### src/rtl/rf_wb_pkg.sv
// ---------------------------------------------------------------------------
// rf_wb_pkg
// Shared definitions for the register-file writeback controller.
//   ADDR_W / DATA_W : register address and data widths (32 x 32 register file)
//   NUM_REGS        : number of architectural registers (width of pend_mask)
//   REG_ZERO        : hard-wired zero register; writes to it are dropped
//   rf_wb_entry_t   : one queued writeback {addr, data}
//   reg_onehot()    : one-hot decode of a register address
// ---------------------------------------------------------------------------
package rf_wb_pkg;

    localparam int ADDR_W   = 5;
    localparam int DATA_W   = 32;
    localparam int NUM_REGS = 1 << ADDR_W;

    localparam logic [ADDR_W-1:0] REG_ZERO = 5'd0;

    typedef struct packed {
        logic [ADDR_W-1:0] addr;
        logic [DATA_W-1:0] data;
    } rf_wb_entry_t;

    function automatic logic [NUM_REGS-1:0] reg_onehot(input logic [ADDR_W-1:0] addr);
        logic [NUM_REGS-1:0] oh;
        oh       = '0;
        oh[addr] = 1'b1;
        return oh;
    endfunction

endpackage

### src/rtl/rf_wb_fifo.sv
// ---------------------------------------------------------------------------
// rf_wb_fifo
// In-order queue of writeback entries. One push and one pop per cycle, both
// allowed together. The caller guarantees push only when not full and pop
// only when not empty; no internal over/underflow protection.
// All entries are exposed in age order (index 0 = head = oldest) so the
// parent can build the pending mask and forwarding without pointer math.
//
// Ports
//   clk, rst        clock; asynchronous active-low reset (empties the queue)
//   push, push_entry enqueue one entry at the rising edge
//   pop             dequeue the head at the rising edge
//   head            current head entry (valid when count != 0)
//   count           entries currently held (0..DEPTH)
//   age_entry[i]    i-th oldest entry
//   age_valid[i]    1 when age_entry[i] holds a live entry
// ---------------------------------------------------------------------------
module rf_wb_fifo
    import rf_wb_pkg::*;
#(
    parameter int DEPTH = 4
) (
    input  logic                       clk,
    input  logic                       rst,
    input  logic                       push,
    input  rf_wb_entry_t               push_entry,
    input  logic                       pop,
    output rf_wb_entry_t               head,
    output logic [$clog2(DEPTH):0]     count,
    output rf_wb_entry_t               age_entry [DEPTH],
    output logic [DEPTH-1:0]           age_valid
);

    localparam int PTR_W = $clog2(DEPTH);
    localparam int CNT_W = PTR_W + 1;

    rf_wb_entry_t     mem [DEPTH];
    logic [PTR_W-1:0] wr_ptr;
    logic [PTR_W-1:0] rd_ptr;

    // Storage needs no reset: nothing is read unless count says it is live.
    always_ff @(posedge clk) begin
        if (push) begin
            mem[wr_ptr] <= push_entry;
        end
    end

    // Pointers wrap naturally because DEPTH is a power of two.
    always_ff @(posedge clk or negedge rst) begin
        if (!rst) begin
            wr_ptr <= '0;
            rd_ptr <= '0;
            count  <= '0;
        end else begin
            if (push) begin
                wr_ptr <= wr_ptr + PTR_W'(1);
            end
            if (pop) begin
                rd_ptr <= rd_ptr + PTR_W'(1);
            end
            case ({push, pop})
                2'b10:   count <= count + CNT_W'(1);
                2'b01:   count <= count - CNT_W'(1);
                default: count <= count;
            endcase
        end
    end

    assign head = mem[rd_ptr];

    always_comb begin
        for (int i = 0; i < DEPTH; i++) begin
            age_entry[i] = mem[rd_ptr + PTR_W'(i)];
            age_valid[i] = (CNT_W'(i) < count);
        end
    end

endmodule

### src/rtl/regfile_wb_ctrl.sv
// ---------------------------------------------------------------------------
// regfile_wb_ctrl
// Write-side controller for the 32x32 register file. Two producers (ALU and
// load unit) post writebacks; they are queued in order and drained one per
// cycle onto the register file's single write port.
//
// Handshake: a transfer happens at a rising edge where valid && ready. Ready
// depends only on queue occupancy (and, for the load unit, on alu_valid since
// the ALU has fixed priority); it never depends on a same-cycle drain, so a
// full queue refuses requests even while it is popping. Only one enqueue per
// cycle. Requests to register 0 complete the handshake but are discarded.
//
// Ports
//   clk, rst               clock; asynchronous active-low reset
//   alu_valid/ready/addr/data   ALU writeback request (priority)
//   mem_valid/ready/addr/data   load-unit writeback request
//   rf_hold                1 = leave the queue head in place this cycle
//   rf_writeEn/addr/data_in     registered register-file write port
//   pend_mask              registers with a queued or in-flight write
//   q_count                entries currently queued
//   rd_addr1/2             read addresses presented to the register file
//   fwd_hit1/2, fwd_data1/2     youngest queued/in-flight write to rd_addrN
//
// Build option: define RF_WB_FWD_EN to enable the forwarding compare logic;
// otherwise fwd_hitN/fwd_dataN are tied to zero.
// ---------------------------------------------------------------------------
module regfile_wb_ctrl
    import rf_wb_pkg::*;
#(
    parameter int DEPTH = 4
) (
    input  logic                   clk,
    input  logic                   rst,
    input  logic                   alu_valid,
    output logic                   alu_ready,
    input  logic [ADDR_W-1:0]      alu_addr,
    input  logic [DATA_W-1:0]      alu_data,
    input  logic                   mem_valid,
    output logic                   mem_ready,
    input  logic [ADDR_W-1:0]      mem_addr,
    input  logic [DATA_W-1:0]      mem_data,
    input  logic                   rf_hold,
    output logic                   rf_writeEn,
    output logic [ADDR_W-1:0]      rf_addr,
    output logic [DATA_W-1:0]      rf_data_in,
    output logic [NUM_REGS-1:0]    pend_mask,
    output logic [$clog2(DEPTH):0] q_count,
    input  logic [ADDR_W-1:0]      rd_addr1,
    input  logic [ADDR_W-1:0]      rd_addr2,
    output logic                   fwd_hit1,
    output logic [DATA_W-1:0]      fwd_data1,
    output logic                   fwd_hit2,
    output logic [DATA_W-1:0]      fwd_data2
);

    localparam int                CNT_W    = $clog2(DEPTH) + 1;
    localparam logic [CNT_W-1:0]  FULL_CNT = CNT_W'(DEPTH);

    logic         not_full;
    logic         alu_fire;
    logic         mem_fire;
    logic         push;
    logic         pop;
    rf_wb_entry_t push_entry;
    rf_wb_entry_t head;
    rf_wb_entry_t age_entry [DEPTH];
    logic [DEPTH-1:0] age_valid;

    // ---------------- arbitration ----------------
    assign not_full  = (q_count < FULL_CNT);
    assign alu_ready = not_full;
    assign mem_ready = !alu_valid && not_full;

    assign alu_fire = alu_valid && alu_ready;
    assign mem_fire = mem_valid && mem_ready;

    always_comb begin
        push_entry = '0;
        push       = 1'b0;
        if (alu_fire) begin
            push_entry.addr = alu_addr;
            push_entry.data = alu_data;
            push            = (alu_addr != REG_ZERO);
        end else if (mem_fire) begin
            push_entry.addr = mem_addr;
            push_entry.data = mem_data;
            push            = (mem_addr != REG_ZERO);
        end
    end

    assign pop = !rf_hold && (q_count != '0);

    rf_wb_fifo #(
        .DEPTH (DEPTH)
    ) u_fifo (
        .clk        (clk),
        .rst        (rst),
        .push       (push),
        .push_entry (push_entry),
        .pop        (pop),
        .head       (head),
        .count      (q_count),
        .age_entry  (age_entry),
        .age_valid  (age_valid)
    );

    // ---------------- write port register ----------------
    // Address/data keep their last value when idle; only writeEn drops.
    always_ff @(posedge clk or negedge rst) begin
        if (!rst) begin
            rf_writeEn <= 1'b0;
            rf_addr    <= '0;
            rf_data_in <= '0;
        end else if (pop) begin
            rf_writeEn <= 1'b1;
            rf_addr    <= head.addr;
            rf_data_in <= head.data;
        end else begin
            rf_writeEn <= 1'b0;
        end
    end

    // ---------------- pending mask ----------------
    // The in-flight write still counts as pending until the register file
    // has captured it at the end of the rf_writeEn cycle.
    always_comb begin
        pend_mask = '0;
        if (rf_writeEn) begin
            pend_mask = pend_mask | reg_onehot(rf_addr);
        end
        for (int i = 0; i < DEPTH; i++) begin
            if (age_valid[i]) begin
                pend_mask = pend_mask | reg_onehot(age_entry[i].addr);
            end
        end
    end

    // ---------------- forwarding ----------------
`ifdef RF_WB_FWD_EN
    // Scan oldest to youngest (in-flight first, then queue head onward) so
    // the last match is the youngest write to that register.
    function automatic logic [DATA_W:0] fwd_lookup(input logic [ADDR_W-1:0] a);
        logic              hit;
        logic [DATA_W-1:0] d;
        hit = 1'b0;
        d   = '0;
        if (a != REG_ZERO) begin
            if (rf_writeEn && (rf_addr == a)) begin
                hit = 1'b1;
                d   = rf_data_in;
            end
            for (int i = 0; i < DEPTH; i++) begin
                if (age_valid[i] && (age_entry[i].addr == a)) begin
                    hit = 1'b1;
                    d   = age_entry[i].data;
                end
            end
        end
        return {hit, d};
    endfunction

    always_comb begin
        {fwd_hit1, fwd_data1} = fwd_lookup(rd_addr1);
        {fwd_hit2, fwd_data2} = fwd_lookup(rd_addr2);
    end
`else
    logic unused_fwd;

    assign fwd_hit1  = 1'b0;
    assign fwd_data1 = '0;
    assign fwd_hit2  = 1'b0;
    assign fwd_data2 = '0;

    // Read addresses and queued data only matter when forwarding is built.
    always_comb begin
        unused_fwd = ^{rd_addr1, rd_addr2};
        for (int i = 0; i < DEPTH; i++) begin
            unused_fwd = unused_fwd ^ (^age_entry[i].data);
        end
    end
`endif

endmodule

### config.mk
export PLATFORM = sky130hd
export DESIGN_NAME = regfile_wb_ctrl
export DESIGN_NICKNAME = d
export VERILOG_FILES = /design/src/rtl/rf_wb_pkg.sv /design/src/rtl/rf_wb_fifo.sv /design/src/rtl/regfile_wb_ctrl.sv
export SDC_FILE = /design/constraint.sdc
export NUM_CORES = 1
export LEC_CHECK = 0
export ABC_CLOCK_PERIOD_IN_PS = 3400
export BUFFER_PORTS_ARGS = -buffer_cell sky130_fd_sc_hd__buf_2
export CORE_UTILIZATION = 25
export CTS_CLUSTER_DIAMETER = 60
export CTS_CLUSTER_SIZE = 8
export DETAILED_ROUTE_END_ITERATION = 12
export GPL_ROUTABILITY_DRIVEN = 0
export PLACE_DENSITY_LB_ADDON = 0.08
export SLEW_MARGIN = 20
export SYNTH_ARGS = -nofsm -noshare
export SYNTH_HDL_FRONTEND = slang
export SYNTH_SLANG_ARGS = --single-unit
### constraint.sdc
create_clock -name clk -period 3.4 [get_ports clk]
set_clock_uncertainty 0.2 [all_clocks]
set_input_delay 0.51 -clock clk [delete_from_list [all_inputs] [get_ports clk]]
set_output_delay 0.51 -clock clk [all_outputs]
set_load 0.01 [all_outputs]
==> reports/qor.yml <==
status: "finished with violations"
violations: "hold timing"
fmax_mhz: 301.5
rrSetupSlack_ns: 0.60
p_per_area_nw_per_um2: 923.7
io_buffers: 153
required_ns: 2.69
hold_viol: 3
grtUsageMet1_pct: 17.05
yosys.area.top_type_share_pct: 44.65
clk_pin_slew_ns: 0.07
synth-edff-count: 148
total_leakage_power_uw: 0.004483
post-dp-hpwl_um: 19450
core-area_um2: 38920
die_w_um: 201.5
critPathMaxFanout: 9
layout_commonest_cell: "buf_2"
async_flop_share_pct: 23.32
met2_usage_pct: 23.79
grt_max_degree: 38
mostFrequentLayoutCells: "buf_2, edfxtp_1, conb_1"
relSlewSlack_pct: 40.44
synth_ff_type: "edfxtp_1"
drv_slew: 0
clockRootBuffer: "clkbuf_16"
clock-sinks: 193
grt_pass1_vias: 6693
setup_viol: 0
yosysUniqueCellTypes: 48
cts_tree: "done"
cap_violations: 0
ioPinCount: 230
finalCriticalPeriod_ns: 3.316
clock_path_buffers: 2
num_rows: 72
cts-hold-fix-buffers: 0
p_total_uw: 10910
ys_seq_area_share_pct: 55.96
initial_core_util_pct: 25.58
cts_made_buffers: 17
grt.busiest_layer: "met2"
fin_nets: 926
overflow: 0
die-area_um2: 40620
drt_iter0_drc: 419
ant_nets: 0
crit_arrival_ns: 2.61
antenna_found_initial: 0
timing.hold.ws_ns: -0.003079
rsz0062_at_grt: "yes"
dr.pass1.iters: 5
synth_top_area_cell: "edfxtp_1"
vdd_drop_max_mv: 0.2707
met3_usage_pct: 3.126
grt_pass1_wl_um: 42030
routed_via_density: 4.736
cp-start-kind: "register"
cp-end-kind: "output pin"
worstMarginPinSlew_ns: 0.8935
r2r_end: "u_fifo.mem[2][30]"
synthMuxAreaShare_pct: 16.47
syn_area_um2: 9955
area_growth_pct: 18.62
synth_xor_area_share_pct: 0.5279
wl_per_cell_um: 20.64
grt.total_usage_pct: 13.81
reg2reg_from: "u_fifo.count[2]"
critPathKind: "reg -> out"
die_h_um: 201.5
finalSetupTns_ns: 0
clk_latency_ns: 0.42
synth_warnings: 0
hold_path_class: "in -> async"
synth_seq_cells: 193
wirelength_um: 28070
synth_top_family_by_area: "multiplexers"
synth-simple-area-share_pct: 10.28
ys_top_cells_by_area: "edfxtp_1, dfrtp_1, mux4_2"
htreeDepth: 4
yosys.area_share.adder_pct: 1.006
rr_worst_depth: 5
finalCritPeriodShare_pct: 97.54
vias: 6441
synth-compound-area-share_pct: 7.881
syn_inst: 674
post-route-drc-count: 0
diodes: 0
layout-drive-gt1-share_pct: 39.67
syn_area_per_cell_um2: 14.77
power breakdown:
group / total, µW / internal (µW) / switching, µW
sequential: 3670 / 3290 / 375
clock: 1910 / 1080 / 829
combinational: 5330 / 2190 / 3150
stage by stage:
stage | instance area (µm²) | util [%] | worst slack [ns] | hold WS (ns) | cells
floorplan | 10200 | - | 0.8014 | 0.01441 | 739
global placement | 11100 | 28.52 | 0.2269 | 0.2876 | 1322
detailed placement | 11100 | 28.52 | 0.2437 | 0.2905 | 1322
CTS | 11750 | 30.18 | 0.008370 | 0.03349 | 1358
global route | 11810 | 30.34 | 0.0007645 | 0.04886 | 1360
finish | 11810 | 30.34 | 0.08377 | -0.003079 | 1360
cell type report:
class | count | area (µm²)
Multi-Input combinational cell | 427 | 3966
Clock buffer | 21 | 440.4
Sequential cell | 193 | 5578
Fill cell | 3957 | 27110
Tap cell | 518 | 648.1
Clock inverter | 11 | 115.1
Inverter | 6 | 23.77
Timing Repair Buffer | 184 | 1036
worst max-delay path, cell delays in order, from the launching register on:
cell	delay, ns
dfrtp_4	0.43
buf_12	0.14
mux4_2	0.60
nor4_4	0.54
a22oi_1	0.17
nand3_1	0.15
buf_2	0.15
metal layers:
layer | up-vias | wire [µm]
li1 | 2859 | -
met1 | 3263 | 11640
met2 | 279 | 14320
met3 | 40 | 1605
met4 | 0 | 504
met5 | - | 0
sequential cells by signal, summed over array words and instances, names as in the netlist:
signal,count
u_fifo.rd_ptr,2
rf_writeEn,1
rf_data_in,32
u_fifo.wr_ptr,2
rf_addr,5
u_fifo.count,3
u_fifo.mem,148
cell families (layout without fill, tap and decap cells):
kind of cell             count (synthesis)  count (layout)
buffers and inverters                  119             222
adder cells (fa/ha/maj)                  8               8
XOR/XNOR                                 6               6
flip-flops                             193             193
AO/OA/AOI/OAI                           99              99
multiplexers                            91              91
AND/OR/NAND/NOR                        157             157
other                                    1              66
worst max path at each step:
stage                       end  depth (start not counted)        startpoint
4_1_cts            pend_mask[4]                          5  u_fifo.rd_ptr[1]
3_3_place_gp      pend_mask[14]                          5  u_fifo.rd_ptr[0]
6_report           pend_mask[4]                          6  u_fifo.rd_ptr[0]
5_1_grt           pend_mask[14]                          6  u_fifo.rd_ptr[0]
3_5_place_dp       pend_mask[4]                          5  u_fifo.rd_ptr[0]
2_1_floorplan  u_fifo.mem[0][0]                          5   u_fifo.count[2]
synthesized netlist by cell type, types with 3 or more instances:
| master | count |
|---|---|
| nand2_1 | 26 |
| a22oi_1 | 51 |
| o21ai_0 | 3 |
| mux4_2 | 44 |
| dfrtp_1 | 45 |
| buf_6 | 3 |
| nor2b_1 | 14 |
| nor2_1 | 12 |
| and2_1 | 9 |
| xnor2_1 | 5 |
| a22o_1 | 37 |
| nand4_1 | 7 |
| nor3b_1 | 5 |
| inv_1 | 5 |
| nor4b_4 | 3 |
| buf_4 | 66 |
| mux2_2 | 38 |
| a32oi_1 | 6 |
| clkbuf_8 | 3 |
| and4b_1 | 4 |
| mux4_1 | 8 |
| and4bb_2 | 6 |
| buf_2 | 7 |
| edfxtp_1 | 148 |
| buf_1 | 7 |
| nor4b_2 | 4 |
| nand3_1 | 51 |
| ha_1 | 8 |
| nor4_2 | 3 |
| clkbuf_1 | 23 |
what timing repair did:
action	in CTS	in global routing
buffers inserted	4	2
resized for setup	12	12
pin swaps	0	3
endpoints found under the setup margin	29	28
No activity file was read; power rests on OpenSTA's default activity.
